--- src/rtl/output_equalizer.sv ---
// Histogram-equalization output stage: builds a 256-entry LUT from one CDF bank,
// then streams the frame through it. Optional bypass build: EQ_BYPASS_EN.
// Ports: clock, reset_n (async, active-low)
//   output_start, output_base_offset, Cdf_Min_Out, Divisor, [bypass]  - frame request
//   output_done, busy                                                  - handshake status
//   cdf_addr/cdf_rdata, pix_raddr/pix_rdata                            - 1-cycle-latency reads
//   out_waddr, out_wdata, out_we                                       - output pixel writes
module output_equalizer #(
  parameter int NUM_PIXELS = 307200,
  parameter int PIX_AW     = 19,
  parameter int CDF_W      = 20
) (
  input  logic              clock,
  input  logic              reset_n,
  input  logic              output_start,
  input  logic              output_base_offset,
  input  logic [CDF_W-1:0]  Cdf_Min_Out,
  input  logic [CDF_W-1:0]  Divisor,
`ifdef EQ_BYPASS_EN
  input  logic              bypass,
`endif
  output logic              output_done,
  output logic              busy,
  output logic [8:0]        cdf_addr,
  input  logic [CDF_W-1:0]  cdf_rdata,
  output logic [PIX_AW:0]   pix_raddr,
  input  logic [7:0]        pix_rdata,
  output logic [PIX_AW-1:0] out_waddr,
  output logic [7:0]        out_wdata,
  output logic              out_we
);

  localparam int DVD_W = CDF_W + 8;
  localparam logic [PIX_AW-1:0] LAST_IDX = PIX_AW'(NUM_PIXELS - 1);

  typedef enum logic [2:0] {
    IDLE, LUT_RD, LUT_DIV, LUT_WR, STREAM, DONE, REARM
  } state_t;

  state_t             state_q, state_d;
  logic               bank_q, bank_d;
  logic               byp_q, byp_d;
  logic [CDF_W-1:0]   cmin_q, cmin_d;
  logic [CDF_W-1:0]   div_q, div_d;
  logic [7:0]         level_q, level_d;
  logic [4:0]         cnt_q, cnt_d;
  logic [CDF_W-1:0]   rem_q, rem_d;
  logic [DVD_W-1:0]   quo_q, quo_d;
  logic [PIX_AW-1:0]  idx_q, idx_d;
  logic               last_q, last_d;
  logic               v1_q, v1_d;
  logic [PIX_AW-1:0]  a1_q, a1_d;
  logic               we_q, we_d;
  logic [PIX_AW-1:0]  waddr_q, waddr_d;
  logic [7:0]         wdata_q, wdata_d;

  logic [7:0]         lut_q [256];
  logic               lut_we;
  logic [7:0]         lut_wd;

  logic               issue;
  logic [CDF_W-1:0]   diff;
  logic [DVD_W-1:0]   prod;
  logic [DVD_W-1:0]   dvd;
  logic [CDF_W-1:0]   rem_in;
  logic [CDF_W:0]     sh;
  logic [CDF_W-1:0]   trial;
  logic               ge;
  logic [7:0]         q_sat;

  assign issue       = (state_q == STREAM) && !last_q;
  assign cdf_addr    = (state_q == LUT_RD) ? {bank_q, level_q} : '0;
  assign pix_raddr   = issue ? {bank_q, idx_q} : '0;
  assign output_done = (state_q == DONE);
  assign busy        = (state_q != IDLE) && (state_q != REARM);
  assign out_we      = we_q;
  assign out_waddr   = waddr_q;
  assign out_wdata   = wdata_q;

  // One restoring-division step; the first step loads the dividend
  // (cdf - cdf_min) * 255 straight from the CDF read data.
  always_comb begin
    diff   = cdf_rdata - cmin_q;
    prod   = {diff, 8'h00} - {8'h00, diff};
    dvd    = quo_q;
    rem_in = rem_q;
    if (cnt_q == 5'd0) begin
      dvd    = (cdf_rdata < cmin_q) ? '0 : prod;
      rem_in = '0;
    end
    sh    = {rem_in, dvd[DVD_W-1]};
    ge    = (sh >= {1'b0, div_q});
    trial = sh[CDF_W-1:0] - div_q;
    q_sat = (|quo_q[DVD_W-1:8]) ? 8'hFF : quo_q[7:0];
  end

  always_comb begin
    state_d = state_q;
    bank_d  = bank_q;
    byp_d   = byp_q;
    cmin_d  = cmin_q;
    div_d   = div_q;
    level_d = level_q;
    cnt_d   = cnt_q;
    rem_d   = rem_q;
    quo_d   = quo_q;
    idx_d   = idx_q;
    last_d  = last_q;
    v1_d    = 1'b0;
    a1_d    = a1_q;
    lut_we  = 1'b0;
    lut_wd  = (div_q == '0) ? 8'hFF : q_sat;
    we_d    = v1_q;
    waddr_d = a1_q;
    wdata_d = '0;
    if (v1_q)
      wdata_d = byp_q ? pix_rdata : lut_q[pix_rdata];
    unique case (state_q)
      IDLE: begin
        if (output_start) begin
          bank_d  = output_base_offset;
          cmin_d  = Cdf_Min_Out;
          div_d   = Divisor;
          level_d = '0;
          idx_d   = '0;
          last_d  = 1'b0;
`ifdef EQ_BYPASS_EN
          byp_d   = bypass;
`else
          byp_d   = 1'b0;
`endif
          state_d = byp_d ? STREAM : LUT_RD;
        end
      end
      LUT_RD: begin
        cnt_d   = '0;
        state_d = LUT_DIV;
      end
      LUT_DIV: begin
        rem_d = ge ? trial : sh[CDF_W-1:0];
        quo_d = {dvd[DVD_W-2:0], ge};
        cnt_d = cnt_q + 5'd1;
        if (cnt_q == 5'd27)
          state_d = LUT_WR;
      end
      LUT_WR: begin
        lut_we  = 1'b1;
        level_d = level_q + 8'd1;
        state_d = (level_q == 8'd255) ? STREAM : LUT_RD;
      end
      STREAM: begin
        if (!last_q) begin
          v1_d = 1'b1;
          a1_d = idx_q;
          if (idx_q == LAST_IDX)
            last_d = 1'b1;
          else
            idx_d = idx_q + 1'b1;
        end
        // Leave once the final write is on the port.
        if (last_q && we_q && !v1_q)
          state_d = DONE;
      end
      DONE: state_d = REARM;
      REARM: begin
        if (!output_start)
          state_d = IDLE;
      end
      default: state_d = IDLE;
    endcase
  end

  always_ff @(posedge clock or negedge reset_n) begin
    if (!reset_n) begin
      state_q <= IDLE;
      bank_q  <= 1'b0;
      byp_q   <= 1'b0;
      cmin_q  <= '0;
      div_q   <= '0;
      level_q <= '0;
      cnt_q   <= '0;
      rem_q   <= '0;
      quo_q   <= '0;
      idx_q   <= '0;
      last_q  <= 1'b0;
      v1_q    <= 1'b0;
      a1_q    <= '0;
      we_q    <= 1'b0;
      waddr_q <= '0;
      wdata_q <= '0;
    end else begin
      state_q <= state_d;
      bank_q  <= bank_d;
      byp_q   <= byp_d;
      cmin_q  <= cmin_d;
      div_q   <= div_d;
      level_q <= level_d;
      cnt_q   <= cnt_d;
      rem_q   <= rem_d;
      quo_q   <= quo_d;
      idx_q   <= idx_d;
      last_q  <= last_d;
      v1_q    <= v1_d;
      a1_q    <= a1_d;
      we_q    <= we_d;
      waddr_q <= waddr_d;
      wdata_q <= wdata_d;
    end
  end

  // LUT storage is not reset; it is fully rewritten every non-bypass frame.
  always_ff @(posedge clock) begin
    if (lut_we)
      lut_q[level_q] <= lut_wd;
  end

endmodule

--- config.mk ---
export PLATFORM = sky130hd
export DESIGN_NAME = output_equalizer
export DESIGN_NICKNAME = d
export VERILOG_FILES = /design/src/rtl/output_equalizer.sv
export SDC_FILE = /design/constraint.sdc
export NUM_CORES = 2
export LEC_CHECK = 0
export ABC_AREA = 1
export CAP_MARGIN = 0
export CORE_MARGIN = 1.5
export CORE_UTILIZATION = 50
export DETAILED_ROUTE_END_ITERATION = 10
export GPL_TIMING_DRIVEN = 1
export PLACE_DENSITY = 0.66
export SETUP_SLACK_MARGIN = 0.1
export SLEW_MARGIN = 30
export SYNTH_ARGS = -nofsm -noshare
export SYNTH_HDL_FRONTEND = slang
export SYNTH_SLANG_ARGS = --single-unit
export TNS_END_PERCENT = 10
--- constraint.sdc ---
create_clock -name clock -period 7.5 [get_ports clock]
set_input_delay 1.5 -clock clock [delete_from_list [all_inputs] [get_ports clock]]
set_output_delay 1.5 -clock clock [all_outputs]
set_load 0.02 [all_outputs]
==> Word level (Yosys, flattened, before mapping) <==
Memory sizes are Yosys's and may differ from the RTL's.
Index checks and enable logic that the tools add are counted.
{ "op_classes": {"addsub": 6, "n_lt_le_gt_ge": 2, "n_eq_ne": 16, "n_mux": 31, "bitwise_logic": 1, "n_reduce_logical": 20} }
{ "ops": {"columns": ["cell", "count"], "rows": [
  ["$mux 20", 3],
  ["$mux 19", 3],
  ["$mux 28", 2],
  ["$sub 20x20->20", 2],
  ["$pmux 19 s2", 1],
  ["$mux 8", 4],
  ["$sub 28x20->28", 1],
  ["$ge 21x20->1", 1],
  ["$pmux 3 s7", 1],
  ["$logic_not 20->1", 1],
  ["$lt 20x20->1", 1],
  ["$reduce_or 20->1", 1],
  ["$add 19x1->19 const B", 1],
  ["$eq 19x19->1 const B", 1],
  ["$pmux 8 s2", 1],
  ["$mux 3", 5],
  ["$ne 2x2->1 const B", 5],
  ["$pmux 5 s2", 1],
  ["$eq 3x3->1 const B", 3],
  ["$mux 9", 1],
  ["$add 8x1->8 const B", 1],
  ["$eq 8x8->1 const B", 1],
  ["$mux 1", 8],
  ["$reduce_and 2->1", 4],
  ["other kinds (15)", 23]
]} }
{ "totals": {"reg_bits": 173, "mem_bits_rw": 2048, "input_bits": 72, "out_inout_bits": 59, "elab_cells": 92, "mem_count": 1} }
{ "memory_table": {"columns": ["memory", "depth", "word_bits", "read_ports", "rd_clocked_by_memory_dff", "wr", "line", "source"], "rows": [
  ["lut_q", 256, 8, 1, 0, 1, "57", "logic [7:0] lut_q [256];"]
]} }

==> Logic depth before layout (Yosys ltp) <==
{ "depth": {"depth_word": 6, "depth_mapped": 44, "depth_no_buf": 43} }

==> Worst setup path before layout <==
No wires, ideal clock.
{ "synth_timing": {"kind": "input to register", "startpoint": "input port cdf_rdata[0]", "endpoint": "register rem_q[18]", "setup_ns": 0.127, "arrival_ns": 5.975, "t_required_ns": 7.373, "slack_ns": 1.398, "stages": 42, "n_path_buf": 0, "path_cell_list": "inv_1 > ha_1 > inv_1 > fa_1 > nand3_1 > nand2_2 > nand2_1 > nand2_1 > nand2_1 > nand2_1 > xor2_1 > inv_1 > ha_1 > nand2_1 > nor3_1 > a21o_1 > nand2_1 > nand2_2 > [... 6 more ...] > inv_1 > ha_1 > fa_1 > nor2_1 > nor2_1 > o21ai_1 > a21boi_1 > o21ai_1 > a21o_1 > nand2_1 > nand2_1 > nand2_1 > nand2_1 > nand2_1 > inv_1 > o21ai_1 > nand3_1 > o21ai_1"} }
{ "synth_via": {"elab_chain_cells": 6, "elab_cells_between_ends": 8, "cone_classes": "add/sub: 3; order compare: 2; mux: 3"} }
{ "synth_rtl": {"columns": ["item", "line", "source"], "rows": [
  ["start: declaration", "25", "input logic [CDF_W-1:0] cdf_rdata,"],
  ["$sub 20x20->20", "83", "diff = cdf_rdata - cmin_q;"],
  ["$sub 28x20->28", "84", "prod = {diff, 8'h00} - {8'h00, diff};"],
  ["$mux 28 (*)", "88", "dvd = (cdf_rdata < cmin_q) ? '0 : prod;"],
  ["$mux 28 (*)", "87", "if (cnt_q == 5'd0) begin"],
  ["$sub 20x20->20 or $ge 21x20->1 (tied branches)", "93, 92", null],
  ["$mux 20 (*)", "140", "rem_d = ge ? trial : sh[CDF_W-1:0];"],
  ["end signal: assignment", "199", "rem_q <= rem_d;"],
  ["end: declaration", "47", "logic [CDF_W-1:0] rem_q, rem_d;"]
]} }
Mark *: on every way between the ends. The rest lies on a longest branch, timed or not.
A chain may end at the register's enable or synchronous reset.

==> Worst setup path after layout <==
Ends and elaborated chain as after synthesis.

==> qor.yml <==
status: "finished, final reports clean"
rsz0062_at_grt: "false"
die_w_um: 432
synthTopCellsByArea: "edfxtp_1 67%, o21ai_0 6.0%, nor2_1 5.8%, dfrtp_1 4.7%, o22ai_1 3.5%"
critPathMaxFanout: 4
vias: 62800
crit_type: "input port to flop"
cts_hold_buf: 0
cts-root-buf: "clkbuf_16"
io_pins: 131
first_pass_iters: 6
post-cts-setup-buffers: 0
slew_headroom_pct: 24.1
min_path_type: "flop to flop"
synth_top_cell_by_area: "edfxtp_1"
yosys.area.top_type_share_pct: 66.7
powerDensity_mw_per_mm2: 281
vdd_drop_max_uv: 285
hpwl_mm: 137
worstMarginPinSlew_ns: 1.14
power_uw: 28900
maxSlewViolCount: 0
multiInputGateArea_mm2: 0.0235
ys_types: 56
endpoint_kind: "flop"
fp-row-count: 157
avgRoutedWirePerCell_um: 23.8
drc_errors: 0
clk_path_buf_depth: 3
cts_sinks: 2221
areaGrowthSynthToFinish_pct: 11.5
finalSetupTns_ns: 0
period_needed_ns: 6.42
setup_viol: 0
crit_family: "simple AND/OR/NAND/NOR gates"
track_usage_pct: 26.2
synth-edff-count: 2048
clkLatencyLatePin_ns: 0.86
worstReg2RegEnd: "rem_q[18]"
hold_violations: 0
critPathMaxStageDelay_ns: 0.44
drt_iter0_markers: 7670
synthTopCellsByCount: "2048 x edfxtp_1, 1421 x nor2_1, 1114 x o21ai_0"
avgSynthCellArea_um2: 11.7
die_h_um: 432
syn_nets: 8021
path_clk_slew_ns: 0.06
worst-r2r-cell-count: 41
ys_async_sr_fraction_pct: 7.79
antenna_found_initial: 7
htreeDepth: 4
timing.fmax_ghz: 0.156
cp_common_cell: "nand2_1"
cts_buffers: 218
antenna_left: 0
cts_tree: "yes"
placement.io_buffers: 130
fin_skew_ns: 0.0341
finalCritPeriodShare_pct: 85.6
synth_seq_cells: 2221
worstHoldStart: "a1_q[13]"
min_delay_path_depth: 0
cts.repair.resized: 0
grt_pass1_vias: 59600
syn_area_mm2: 0.0922
grt-ovfl-total: 0
required_ns: 8.23
dieArea_mm2: 0.187
coreArea_mm2: 0.183
gp_congestion: 0.881
syn_inst: 7890
drv_cap: 0
wl_mm: 249
r2r_start: "cmin_q[0]"
p_leak_uw: 0.0343
min_to: "out_waddr[13]"
via_per_inst: 6.00
post-synth-top-count-cell: "edfxtp_1"
grt_max_degree: 218
start_kind: "input port"
synth_ff_type: "edfxtp_1"
ys.warnings.count: 0
grt_pass1_wl_mm: 371
crit_buf_inv: 6
seq_area_frac_synth_pct: 71.4
nFillCells: 15100
drive_gt1_share_pct: 6.44
cp_data_arrival_time_ns: 7.15
seqCellArea_mm2: 0.0658
slowest_stage: "fa_1"
ff2ff_setup_slack_ns: 1.83
layout.nets: 7945
initial_core_util_pct: 50.4
[through the flow]
step | utilization, % | instance area (um^2) | hold WS, ns | cells | setup WS, ns
6_report | 56.2 | 103000 | 0.375 | 10500 | 1.08
5_1_grt | 56.2 | 103000 | 0.387 | 10500 | 0.460
4_1_cts | 56.1 | 103000 | 0.376 | 10500 | 1.10
3_5_place_dp | 52.2 | 95600 | 0.361 | 10100 | 0.200
3_3_place_gp | 52.2 | 95600 | 0.359 | 10100 | 0.137
2_1_floorplan | - | 92200 | 0.354 | 7890 | 1.40
[metal layers]
layer	up-vias	track usage [%]	share of wire, %
met5	-	0	0.0048
met4	2	9.86	3.6
met3	463	4.54	9.3
met2	3064	41.4	47
met1	30900	36.3	40
li1	28300	-	-
[power by group]
part	switching, uW	total, uW	internal, uW
clock network	4680	10800	6150
registers	28.0	14600	14600
logic	2660	3430	767
[how the worst max path moves through the flow]
stage | start | end | slack, ns | cells past startpoint
after global placement | cdf_rdata[0] | rem_q[18] | 0.14 | 42
after detailed placement | cdf_rdata[0] | rem_q[18] | 0.20 | 42
after floorplan | cdf_rdata[0] | rem_q[18] | 1.40 | 42
final | cdf_rdata[0] | rem_q[18] | 1.08 | 43
after CTS | cdf_rdata[0] | rem_q[18] | 1.10 | 41
after global routing | cdf_rdata[0] | rem_q[18] | 0.46 | 41
[kinds of logic after synthesis]
family,count (synthesis),share of synthesized area (%)
AO/OA/AOI/OAI,1866,11.1
XOR/XNOR,36,0.350
flip-flops,2221,71.4
AND/OR/NAND/NOR,2927,13.0
buffers and inverters,781,3.33
adder cells (fa/ha/maj),59,0.817
[registers in the layout (all words and copies together) (netlist names)]
signal,count
a1_q,19
out_wdata,8
quo_q,28
bank_q,1
idx_q,19
div_q,20
out_we,1
last_q,1
level_q,8
cmin_q,20
cnt_q,5
out_waddr,19
state_q,3
v1_q,1
rem_q,20
lut_q,2048
[placed cells by master, fill, tap and decap left out, drive strengths merged, types with 37 or more instances in the layout]
master,synthesis,final
nand2,893,893
clkinv,4,86
o21ai,1165,1165
o22ai,523,523
clkdlybuf4s50,0,123
buf,136,103
nand3,520,520
nor2,1435,1435
edfxtp,2048,2048
dfrtp,173,173
ha,57,57
clkbuf,387,289
a21oi,94,94
nor3,37,37
inv,254,264
[layout make-up]
cell class                 count  share of cell area (%)
inverter                     258                   0.971
multi-input combinational   4888                    22.8
tap                         2464                    3.00
clock buffer                 288                    5.70
sequential                  2221                    64.0
clock inverter               117                    1.12
timing repair buffer         227                    2.34
antenna                        3                 0.00730
(Power assumes the default switching activity.)
